$ cat src/rtl/skew_buf_pkg.sv
// Shared constants and depth helpers for the skew_buf channel array.
// Channel c is delayed by BASE_DEPTH + c*STEP enabled cycles.
package skew_buf_pkg;

  localparam int DEF_CHANNELS   = 4;
  localparam int DEF_BITS       = 8;
  localparam int DEF_BASE_DEPTH = 1;
  localparam int DEF_STEP       = 1;

  function automatic int depth_of(input int base_depth, input int step, input int c);
    return base_depth + c * step;
  endfunction

  function automatic int max_depth(input int channels, input int base_depth, input int step);
    return depth_of(base_depth, step, channels - 1);
  endfunction

endpackage

$ cat src/rtl/skew_delay_line.sv
// One channel of the skew buffer: a DEPTH-stage shift register of data plus valid.
// Output is taken straight from the last stage flop.
module skew_delay_line
  import skew_buf_pkg::*;
#(
  parameter int DEPTH = DEF_BASE_DEPTH,
  parameter int BITS  = DEF_BITS
) (
  input  logic            clk,
  input  logic            rst_n,
  input  logic            en,
  input  logic            clr,
  input  logic [BITS-1:0] d,
  input  logic            d_valid,
  output logic [BITS-1:0] q,
  output logic            q_valid,
  output logic            any_valid
);

  logic [BITS-1:0]  data_q [DEPTH];
  logic [BITS-1:0]  data_d [DEPTH];
  logic [DEPTH-1:0] vld_q;
  logic [DEPTH-1:0] vld_d;

  // clr wins over en; data is captured on en regardless of d_valid
  always_comb begin
    data_d = data_q;
    vld_d  = vld_q;
    if (clr) begin
      for (int k = 0; k < DEPTH; k++) data_d[k] = '0;
      vld_d = '0;
    end else if (en) begin
      data_d[0] = d;
      vld_d[0]  = d_valid;
      for (int k = 1; k < DEPTH; k++) begin
        data_d[k] = data_q[k-1];
        vld_d[k]  = vld_q[k-1];
      end
    end
  end

  always_ff @(posedge clk or negedge rst_n) begin
    if (!rst_n) begin
      for (int k = 0; k < DEPTH; k++) data_q[k] <= '0;
      vld_q <= '0;
    end else begin
      data_q <= data_d;
      vld_q  <= vld_d;
    end
  end

  assign q         = data_q[DEPTH-1];
  assign q_valid   = vld_q[DEPTH-1];
  assign any_valid = |vld_q;

endmodule

$ cat src/rtl/skew_buf.sv
// Per-channel skewed delay buffer; channel c delays by BASE_DEPTH + c*STEP enabled cycles.
// Define SKEW_BUF_PRIME_EN to add the 'primed' output and its fill counter.
module skew_buf
  import skew_buf_pkg::*;
#(
  parameter int CHANNELS   = DEF_CHANNELS,
  parameter int BITS       = DEF_BITS,
  parameter int BASE_DEPTH = DEF_BASE_DEPTH,
  parameter int STEP       = DEF_STEP
) (
  input  logic                     clk,
  input  logic                     rst_n,
  input  logic                     en,
  input  logic                     clr,
  input  logic [CHANNELS*BITS-1:0] d,
  input  logic [CHANNELS-1:0]      d_valid,
  output logic [CHANNELS*BITS-1:0] q,
  output logic [CHANNELS-1:0]      q_valid,
  output logic                     busy
`ifdef SKEW_BUF_PRIME_EN
  ,
  output logic                     primed
`endif
);

  logic [CHANNELS-1:0] any_valid;

  for (genvar c = 0; c < CHANNELS; c++) begin : g_ch
    localparam int DEPTH = depth_of(BASE_DEPTH, STEP, c);

    skew_delay_line #(
      .DEPTH(DEPTH),
      .BITS (BITS)
    ) u_line (
      .clk      (clk),
      .rst_n    (rst_n),
      .en       (en),
      .clr      (clr),
      .d        (d[c*BITS +: BITS]),
      .d_valid  (d_valid[c]),
      .q        (q[c*BITS +: BITS]),
      .q_valid  (q_valid[c]),
      .any_valid(any_valid[c])
    );
  end

  assign busy = |any_valid;

`ifdef SKEW_BUF_PRIME_EN
  localparam int MAX_DEPTH = max_depth(CHANNELS, BASE_DEPTH, STEP);
  localparam int CNT_W     = $clog2(MAX_DEPTH + 1);
  localparam logic [CNT_W-1:0] CNT_MAX = CNT_W'(MAX_DEPTH);

  logic [CNT_W-1:0] cnt_q;
  logic [CNT_W-1:0] cnt_d;

  // Counts enabled cycles since reset/clr; once at the deepest channel's depth, every lane is full
  always_comb begin
    cnt_d = cnt_q;
    if (clr) begin
      cnt_d = '0;
    end else if (en && (cnt_q != CNT_MAX)) begin
      cnt_d = cnt_q + CNT_W'(1);
    end
  end

  always_ff @(posedge clk or negedge rst_n) begin
    if (!rst_n) cnt_q <= '0;
    else        cnt_q <= cnt_d;
  end

  assign primed = (cnt_q == CNT_MAX);
`endif

endmodule

$ cat config.mk
export PLATFORM = sky130hd
export DESIGN_NAME = skew_buf
export DESIGN_NICKNAME = d
export VERILOG_FILES = /design/src/rtl/skew_buf_pkg.sv /design/src/rtl/skew_delay_line.sv /design/src/rtl/skew_buf.sv
export SDC_FILE = /design/constraint.sdc
export NUM_CORES = 1
export LEC_CHECK = 0
export BUFFER_PORTS_ARGS = -buffer_cell sky130_fd_sc_hd__buf_2
export CAP_MARGIN = 20
export CORE_MARGIN = 3
export CORE_UTILIZATION = 45
export CTS_CLUSTER_SIZE = 20
export DETAILED_ROUTE_END_ITERATION = 12
export PLACE_DENSITY = 0.8
export SYNTH_ARGS = -nofsm -noshare
export SYNTH_HDL_FRONTEND = slang
export SYNTH_SLANG_ARGS = --single-unit
$ cat constraint.sdc
create_clock -name clk -period 0.9 [get_ports clk]
set_clock_uncertainty 0.15 [all_clocks]
set_input_delay 0.045 -clock clk [delete_from_list [all_inputs] [get_ports clk]]
set_output_delay 0.045 -clock clk [all_outputs]
set_load 0.02 [all_outputs]
* Yosys cells after proc, flatten, opt, wreduce, memory -nomap -nowiden
Index checks and enable logic that the tools add are counted.
** Cells by class
- $add $sub $neg :: 0
- $mul :: 0
- Div/mod/pow operators :: 0
- $lt $le $gt $ge :: 0
- Eq/ne operators :: 0
- Shift operators :: 0
- Muxes and demuxes :: 16
- Bitwise operators :: 0
- Reduce and logical (&&, ||, !) cells :: 2
** Operators by type and width (number)
- $mux 32 :: 2
- $mux 24 :: 2
- $mux 16 :: 2
- $mux 8 :: 2
- $reduce_or 10->1 :: 1
- $mux 4 :: 2
- $mux 3 :: 2
- $mux 2 :: 2
- $mux 1 :: 2
- $reduce_bool 2->1 :: 1
** Word-level totals
- Register bits after elaboration :: 90
- Latch bits :: 0
- RAM bits :: 0
- Memory bits (read-only) :: 0
- Bits of input ports :: 40
- Output and inout bits :: 37
- Logic and storage cells :: 32
- Memories kept :: 0

* Longest topological paths before layout
Gate-level depths: netlist of the first run.
- Depth after elaboration :: 2
- Mapped depth :: 4
- Gate-level depth less buffers :: 2

* Modules after synthesis
Synthesis of the first run repeated with hierarchy kept, for this count alone.
** Second synthesis, totals
- Cell total of the unflattened synthesis :: 319
- Area total of the unflattened synthesis :: 3928.8 um2
** Modules (own cells, without submodules)
- skew_delay_line at g_ch[3].u_line :: times used 1, cells each 125, area each 1554.0 um2, seq. area each 900.9 um2
- skew_delay_line at g_ch[2].u_line :: times used 1, cells each 96, area each 1189.9 um2, seq. area each 675.6 um2
- skew_delay_line at g_ch[1].u_line :: times used 1, cells each 67, area each 805.8 um2, seq. area each 450.4 um2
- skew_delay_line at g_ch[0].u_line :: times used 1, cells each 30, area each 371.6 um2, seq. area each 225.2 um2
- skew_buf :: times used 1, cells each 1, area each 7.5 um2, seq. area each 0.0 um2

* Least setup slack after synthesis of the first run
OpenSTA, ideal clock, no wires.
- Path type :: reg-to-output
- From :: register g_ch[2].u_line.vld_q[2]
- To :: output port busy
- Arrival time :: 0.851 ns
- Data required time :: 0.705 ns
- Setup slack :: -0.146 ns
- Cell stages (with the launch flop) :: 3
- Path buffers :: 0
- Path through :: dfrtp_1 -> nor4_1 -> nand3_1
** On the way
- Longest elaborated chain between the ends :: 1
** Ends and longest elaborated chain
- from (decl) :: line skew_delay_line.sv:22 : logic [DEPTH-1:0] vld_q;
- from (signal assigned) :: line skew_delay_line.sv:48 : vld_q <= vld_d;
- $reduce_or 10->1 :: line skew_buf.sv:47 : assign busy = |any_valid;
- to (decl) :: line skew_buf.sv:19 : output logic busy
Every way passes these cells.

* Worst setup path in the final report of the first run
Same ends and word-level chain as after synthesis.

==> impl_metrics.toml, run 1 <==
[power_and_ir_drop]
p_clk_share_pct = 39.1
switchingPower_mw = 1.96
p_leak_nw = 2.83
max-vdd-ir-drop_uv = 783
comb_power_share_pct = 12.4
power_density_mw_per_mm2 = 1640
power_mw = 8.84
sequentialPowerShare_pct = 48.5
internal_power_mw = 6.88
swShare_pct = 22.2

[worst_setup_path]
path_class = "reg2out"
cp_top_family = "simple AND/OR/NAND/NOR gates"
crit_required_ns = 0.70
cp.arrival_ns = 1.36
crit_fanout = 2
slowest_delay_ns = 0.41
endpoint_kind = "output pin"
cp_cell_sequence = "nor4_2, nand3_1, buf_6"
startpoint_type = "flop"
cp.buffers_inverters = 1
crit_path_top_delay_cell = "dfrtp_1"

[timing]
max_clock_freq_mhz = 645
finalMaxSlewViolations = 0
setup_viol = 67
post-route-min-period_ns = 1.55
slew_headroom_pct = 84.6
post-route-period-util_pct = 172
holdWs_ns = -0.0598
rsz0062_at_grt = "yes"
finalHoldViolCount = 10
worstMarginPinSlew_ns = 0.228
timing.final.ws_setup_ns = -0.651

[floorplanning]
ios = 77
dieHeight_um = 99.2
rows = 33
die_area_mm2 = 0.00984
die_x_um = 99.2
core-area_mm2 = 0.00834
initial_core_util_pct = 46.8

[cts]
clock-root-buffer = "clkbuf_8"
clock_sinks = 90
clkSlewWorstSetupHoldPaths_ns = 0.09
cts_tree = "built"
cts_hold_buf = 37
cts.path.max_buffers = 2
clock_latency_ns = 0.34
cts_buffers = 9
cts-htree-levels = 3

[placement]
place_hpwl_um = 4630
place_inst = 477
io_buffers = 76
routabilityCongestion = 0.744

[grt]
grt.overflow.total = 0
grt_pass1_wl_um = 13100
track_usage_pct = 16.6
grt_max_degree = 48
grt_pass1_vias = 2691
antenna_found_initial = 0

[routing]
vias = 2591
viasPerCell = 4.71
drtIter0Drc = 56
wl_per_cell_um = 13.8
drc_errors = 0
dr.pass1.iters = 4
ant_nets = 0
wirelength_um = 7600

[hold_path]
min_path_type = "in2async"

[run_status]
status = "finished with violations"
violations = "negative hold slack, negative setup slack"

[cells_and_area]
multi_input_area_mm2 = 0.00128
fin_nets = 482
layout_commonest_cell = "nor2_1"
fillers = 616
antenna_cells = 0
area_growth_syn_to_layout_pct = 37.5
layout-drive-gt1-share_pct = 30.8
fin_cells = 550
seq_area_mm2 = 0.00225
final_cell_mix = "91 x nor2_1, 90 x dfrtp_1, 89 x mux2i_1, 55 x buf_6"
fin_util_pct = 64.4

[logic_synthesis]
synthesis.area_mm2 = 0.00391
yosysUniqueCellTypes = 11
ys_seq_area_share_pct = 57.6
ys_ff_latch = 90
syn-instance-count = 322
synth_fp_nets = 362
ys_warn_count = 0
syn_avg_cell_area_um2 = 12.1

[flow_run]
cap_violations = 0
-- metal layers --
layer / track usage [%] / up-vias / part of all wire (%)
met4: 6.72 / 0 / 1.8
met5: 0 / - / 0
met2: 27.5 / 60 / 50
met1: 20.8 / 1246 / 44
met3: 4.07 / 14 / 3.9
li1: - / 1271 / -
-- power groups by stage --
stage	Clock, mW	Sequential (mW)	Combinational [mW]
floorplan	0	4.35	0.541
finish	3.46	4.28	1.10
global route	3.72	4.30	1.20
detailed placement	0	4.34	0.858
global placement	0	4.34	0.834
CTS	3.52	4.28	1.08
-- area by class of cell --
| type | count | share of cell area, % |
|---|---|---|
| Sequential cell | 90 | 41.9 |
| Multi-Input combinational cell | 184 | 23.8 |
| Tap cell | 105 | 2.45 |
| Timing Repair Buffer | 157 | 27.2 |
| Clock inverter | 5 | 2.40 |
| Clock buffer | 9 | 2.31 |
-- sequential cells by signal (all words and copies together) (netlist names) --
name                   count
g_ch.u_line.vld_q          9
g_ch.u_line.q             32
g_ch.u_line.any_valid      1
g_ch.u_line.data_q        48
-- cells in the mapped netlist (all sizes together) --
library cell	n	share of area [%]
dfrtp	90	58
mux2i	90	23
clkbuf	7	0.70
nand3	1	0.13
nor2	91	8.7
buf	41	9.4
nor4	2	0.32
-- metrics by stage --
stage          hold slack (ns)  setup TNS, ns  area [µm²]  worst slack [ns]
2_1_floorplan           -0.401         -0.141        3910            -0.141
3_3_place_gp            -0.248          -7.46        4270            -0.213
3_5_place_dp            -0.245          -9.36        4270            -0.299
4_1_cts                -0.0861          -9.84        5280            -0.627
5_1_grt                -0.0757         -13.35        5370            -0.741
6_report               -0.0598          -9.98        5370            -0.651
-- path summary, 6_finish.rpt --
kind / startpoint / end / slack [ns] / cells after the start
setup / recovery: g_ch[2].u_line.vld_q[2] / busy / -0.65 / 3
hold / removal: rst_n / g_ch[1].u_line.vld_q[1] / -0.06 / 2
setup reg to reg: g_ch[2].u_line.vld_q[2] / g_ch[2].u_line.vld_q[2] / -0.21 / 4
hold reg to reg: g_ch[1].u_line.data_q[9] / g_ch[1].u_line.data_q[9] / 0.38 / 2
max in group asynchronous: rst_n / g_ch[2].u_line.data_q[10] / 0.20 / 3
min in group clk: clr / g_ch[1].u_line.q[1] / 0 / 3
-- what timing repair did --
| item | 4_1_cts | 5_1_grt |
|---|---|---|
| resized for setup | 78 | 17 |
| endpoints found under the setup margin | 46 | 77 |
| pin swaps | 4 | 17 |
| buffers inserted | 19 | 4 |
| endpoints found under the hold margin | 133 | 14 |
-- kinds of logic (layout without fill, tap and decap cells) --
kind of cell,Yosys count,in the layout,share of synthesized area [%]
multiplexers,90,90,23.1
buffers and inverters,48,171,10.1
AND/OR/NAND/NOR,94,94,9.19
flip-flops,90,90,57.6
Power figures use the tool's default switching activity.
==> run 2: changes to the inputs <==
--- a/config.mk
+++ b/config.mk
@@ -8,10 +8,11 @@
 export BUFFER_PORTS_ARGS = -buffer_cell sky130_fd_sc_hd__buf_2
 export CAP_MARGIN = 20
 export CORE_MARGIN = 3
-export CORE_UTILIZATION = 45
+export CORE_UTILIZATION = 42
 export CTS_CLUSTER_SIZE = 20
 export DETAILED_ROUTE_END_ITERATION = 12
-export PLACE_DENSITY = 0.8
+export PLACE_DENSITY = 0.76
+export SKIP_LAST_GASP = 1
 export SYNTH_ARGS = -nofsm -noshare
 export SYNTH_HDL_FRONTEND = slang
 export SYNTH_SLANG_ARGS = --single-unit
==> run 2 against run 1 <==
Against the previous run:
- the flow still finishes with violations (negative hold slack, negative setup slack)
- first-iteration DRC count fell by 63%
- sequential share of layout area is 0.36 points higher
- register-to-register slack lost 0.03 ns
- utilization fell by 4.5 points
- combinational power about the same
- cell count rose by 0.91%
- sequential power about the same
- die area up 6.7%
- clock power is 16% lower
- fmax rose by 1.4%
- critical path depth unchanged
- via count is 2.9% higher
- largest cell class unchanged
==> impl_metrics.toml, run 2 (synthesis results as in run 1) <==
[run_status]
status = "finished with violations"
violations = "negative hold slack, negative setup slack"

[routing]
wl_per_cell_um = 14.2
ant_nets = 0
dr.pass1.iters = 4
wirelength_um = 7870
drtIter0Drc = 21
drc_errors = 0
vias = 2666
viasPerCell = 4.80

[cts]
cts_tree = "built"
clock_latency_ns = 0.34
cts.path.max_buffers = 2
clock_sinks = 90
cts_hold_buf = 37
clock-root-buffer = "clkbuf_8"
cts_buffers = 9
clkSlewWorstSetupHoldPaths_ns = 0.08
cts-htree-levels = 3

[timing]
post-route-period-util_pct = 170
max_clock_freq_mhz = 654
setup_viol = 69
finalHoldViolCount = 11
finalMaxSlewViolations = 0
timing.final.ws_setup_ns = -0.630
worstMarginPinSlew_ns = 0.222
slew_headroom_pct = 85.1
post-route-min-period_ns = 1.53
rsz0062_at_grt = "yes"
holdWs_ns = -0.0562

[cells_and_area]
area_growth_syn_to_layout_pct = 36.3
layout-drive-gt1-share_pct = 30.2
layout_commonest_cell = "nor2_1"
fin_nets = 482
antenna_cells = 0
largest_register_ffs = 48
top_register = "g_ch.u_line.data_q"
fillers = 745
final_cell_mix = "91 x nor2_1, 90 x mux2i_1, 90 x dfrtp_1, 51 x buf_6, 38 x buf_2"

[floorplanning]
rows = 34
ios = 77
initial_core_util_pct = 43.9
dieHeight_um = 102
core-area_mm2 = 0.00889
die_area_mm2 = 0.0105
die_x_um = 102

[power_and_ir_drop]
swShare_pct = 23.5
sequentialPowerShare_pct = 51.6
switchingPower_mw = 1.95
power_density_mw_per_mm2 = 1560
max-vdd-ir-drop_uv = 893
p_leak_nw = 2.81
internal_power_mw = 6.35
comb_power_share_pct = 13.3
p_clk_share_pct = 35.1
power_mw = 8.29

[placement]
place_hpwl_um = 4830
routabilityCongestion = 0.730
io_buffers = 76

[worst_setup_path]
crit_path_top_delay_cell = "dfrtp_1"
crit_fanout = 2
crit_required_ns = 0.70
r2r-end = "g_ch[2].u_line.vld_q[2]"
r2r_setup_slack_ns = -0.24
r2r_start = "g_ch[2].u_line.vld_q[1]"
cp.arrival_ns = 1.33
path_class = "reg2out"
slowest_delay_ns = 0.42
cp_cell_sequence = "nor4_2, nand3_1, buf_2"
startpoint = "g_ch[2].u_line.vld_q[2]"
endpoint_kind = "output pin"
startpoint_type = "flop"
r2r_cells = 4
endpoint = "busy"

[hold_path]
min_path_type = "in2async"

[grt]
grt_pass1_vias = 2788
grt.overflow.total = 0
grt_pass1_wl_um = 13200
antenna_found_initial = 0
grt_max_degree = 49
track_usage_pct = 16.2

[flow_run]
cap_violations = 0
==> run 2: cell types whose count changed in the layout (fill, tap and decap cells not counted), moves of 2 or more <==
cell	change
buf_4	+2
bufinv_16	-2
buf_6	-4
clkbuf_1	+3
==> run 2: through the flow <==
step / cell area, µm² / TNS [ns] / std cells / util [%] / worst slack, ns
3_3_place_gp: 4260 / -6.90 / 476 / 47.9 / -0.212
5_1_grt: 5330 / -13.54 / 555 / 59.9 / -0.703
2_1_floorplan: 3910 / -0.141 / 322 / - / -0.141
4_1_cts: 5250 / -10.13 / 549 / 59.0 / -0.599
3_5_place_dp: 4260 / -8.40 / 476 / 47.9 / -0.235
6_report: 5330 / -10.17 / 555 / 59.9 / -0.630
==> run 2: worst min path at each step <==
stage | from | to | cells past startpoint
2_1_floorplan | rst_n | g_ch[0].u_line.any_valid | 0
3_3_place_gp | rst_n | g_ch[3].u_line.data_q[18] | 1
3_5_place_dp | rst_n | g_ch[3].u_line.data_q[18] | 1
4_1_cts | rst_n | g_ch[3].u_line.data_q[18] | 2
5_1_grt | rst_n | g_ch[3].u_line.data_q[18] | 2
6_report | rst_n | g_ch[3].u_line.data_q[18] | 2
==> run 2: metal layers <==
layer	wire length, µm	global-route usage [%]
met2	4140	28.1
met5	0	0
met3	239	4.44
met4	145	5.15
met1	3340	19.6
==> run 2: worst max-delay path, delay by kind of cell, from the launching register on <==
kind | cells | cell delay (ns)
simple gates | 2 | 0.40
buf+inv | 1 | 0.18
flops | 1 | 0.42
==> run 2: repair_timing <==
item	in CTS	in global routing
pin swaps	4	16
setup buffers	21	9
endpoints found under the setup margin	46	80
resized for setup	79	11
hold endpoints to repair	126	12
==> run 2: layout make-up <==
cell class	instances	area (µm²)	share of cell area [%]
Clock buffer	12	135	2.54
Timing Repair Buffer	157	1460	27.3
Sequential cell	90	2250	42.3
Clock inverter	4	76.3	1.43
Tap cell	108	135	2.54
Multi-Input combinational cell	184	1270	23.9
==> run 2: power groups by stage <==
stage | clock network, mW | logic, mW | registers [mW]
floorplan | 0 | 0.541 | 4.35
global placement | 0 | 0.830 | 4.34
detailed placement | 0 | 0.859 | 4.35
CTS | 3.01 | 1.08 | 4.28
global route | 3.20 | 1.20 | 4.30
finish | 2.91 | 1.10 | 4.28
==> run 3: changes to the inputs <==
--- a/config.mk
+++ b/config.mk
@@ -12,6 +12,7 @@
 export CTS_CLUSTER_SIZE = 20
 export DETAILED_ROUTE_END_ITERATION = 12
 export PLACE_DENSITY = 0.76
+export RECOVER_POWER = 50
 export SKIP_LAST_GASP = 1
 export SYNTH_ARGS = -nofsm -noshare
 export SYNTH_HDL_FRONTEND = slang
==> run 3 against run 2 <==
Against the previous run:
- the flow still finishes with violations (negative hold slack, negative setup slack)
- critical path depth is the same
- routed wire length is essentially flat
- total power is essentially flat
- worst hold slack gained 0.0071 ns
- global-route usage is the same
- sequential share of layout area is essentially flat
- cell area is essentially flat
- flip-flop and latch count is the same
- utilization is essentially flat
- via count is the same
- clock-buffer cell count is the same
- non-clock buffer count is the same
- critical endpoint unchanged
- largest cell class unchanged
==> impl_metrics.toml, run 3 (synthesis results as in run 1) <==
[run_status]
status = "finished with violations"
violations = "negative hold slack, negative setup slack"

[floorplanning]
rows = 34
die_x_um = 102
die_area_mm2 = 0.0105
initial_core_util_pct = 43.9
ios = 77
dieHeight_um = 102
core-area_mm2 = 0.00889

[timing]
slew_headroom_pct = 74.3
holdWs_ns = -0.0491
finalHoldViolCount = 1
finalMaxSlewViolations = 0
timing.final.ws_setup_ns = -0.630
max_clock_freq_mhz = 654
fin_setup_tns_ns = -10.17
post-route-period-util_pct = 170
post-route-min-period_ns = 1.53
setup_viol = 69
rsz0062_at_grt = "yes"
worstMarginPinSlew_ns = 0.386

[power_and_ir_drop]
p_leak_nw = 2.81
power_density_mw_per_mm2 = 1560
max-vdd-ir-drop_uv = 892

[grt]
grt.overflow.total = 0
antenna_found_initial = 0
grt_pass1_wl_um = 13200
grt_max_degree = 49
track_usage_pct = 16.2
grt_pass1_vias = 2788

[cts]
clock_latency_ns = 0.34
clkSlewWorstSetupHoldPaths_ns = 0.09
clock_sinks = 90
cts-htree-levels = 3
cts_hold_buf = 37
cts_buffers = 9
clock-root-buffer = "clkbuf_8"
cts_tree = "built"
cts.path.max_buffers = 2

[worst_setup_path]
r2r_start = "g_ch[2].u_line.vld_q[1]"
startpoint_type = "flop"
cp.arrival_ns = 1.33
crit_fanout = 2
crit_required_ns = 0.70
path_class = "reg2out"
endpoint_kind = "output pin"
startpoint = "g_ch[2].u_line.vld_q[2]"

[routing]
dr.pass1.iters = 4
wirelength_um = 7870
ant_nets = 0
drc_errors = 0
drtIter0Drc = 21
wl_per_cell_um = 14.2
viasPerCell = 4.80
vias = 2666

[hold_path]
hp-start = "en"
min_path_type = "in2reg"

[cells_and_area]
antenna_cells = 0
area_growth_syn_to_layout_pct = 36.2
fin_cells = 555
top_register = "g_ch.u_line.data_q"
fin_nets = 482
fin_util_pct = 59.9
layout-drive-gt1-share_pct = 30.2
largest_register_ffs = 48
layout_commonest_cell = "nor2_1"
final_cell_mix = "91 x nor2_1, 90 x mux2i_1, 90 x dfrtp_1, 51 x buf_6, 38 x buf_2"

[flow_run]
cap_violations = 0

[placement]
routabilityCongestion = 0.730
place_inst = 476
place_hpwl_um = 4830
io_buffers = 76
-- run 3: cell count changes in the layout (fill, tap and decap cells not counted) --
| cell | delta |
|---|---|
| buf_4 | -1 |
| clkbuf_2 | +1 |
-- run 3: per-layer routing --
layer  vias up  track usage, %  share of wire (%)
met5         -               0                  0
met4         0            5.15                1.8
met3        11            4.44                3.0
met2        48            28.1                 53
met1      1330            19.6                 42
li1       1277               -                  -
-- run 3: area by class of cell --
cell class	count	area, µm²
timing repair buffer	157	1450
tap	108	135
clock buffer	12	135
clock inverter	4	76.3
multi-input combinational	184	1270
fill	745	3570
sequential	90	2250
-- run 3: power by group --
part | switching, mW | internal [mW]
registers | 0.0956 | 4.19
logic | 0.511 | 0.587
clock network | 1.34 | 1.57
-- run 3: timing repair --
item / 4_1_cts / 5_1_grt
hold endpoints to repair: 126 / 12
pin swaps: 4 / 16
gates resized for setup: 79 / 11
setup buffers: 21 / 9
setup endpoints to repair: 46 / 80
-- run 3: through the flow --
stage / cell area, µm² / power (mW) / setup WS [ns] / hold slack [ns]
after floorplan: 3910 / 4.89 / -0.141 / -0.401
after global placement: 4260 / 5.17 / -0.212 / -0.247
after detailed placement: 4260 / 5.21 / -0.235 / -0.241
after CTS: 5250 / 8.37 / -0.599 / -0.0892
after global routing: 5320 / 8.70 / -0.703 / -0.0511
final: 5320 / 8.29 / -0.630 / -0.0491
-- run 3: critical path: stages (launching register included) --
cell and delay (ns):
dfrtp_1 0.42, nor4_2 0.29, nand3_1 0.11, buf_2 0.18
-- run 3: path summary, 6_finish.rpt --
kind                                              to  slack, ns  depth (start not counted)
setup / recovery                                busy      -0.63                          3
hold / removal             g_ch[1].u_line.data_q[14]      -0.05                          3
setup reg to reg             g_ch[2].u_line.vld_q[2]      -0.24                          4
hold reg to reg                  g_ch[1].u_line.q[7]       0.37                          2
max in group asynchronous   g_ch[3].u_line.data_q[8]       0.05                          3
min in group asynchronous  g_ch[3].u_line.data_q[18]          0                          2
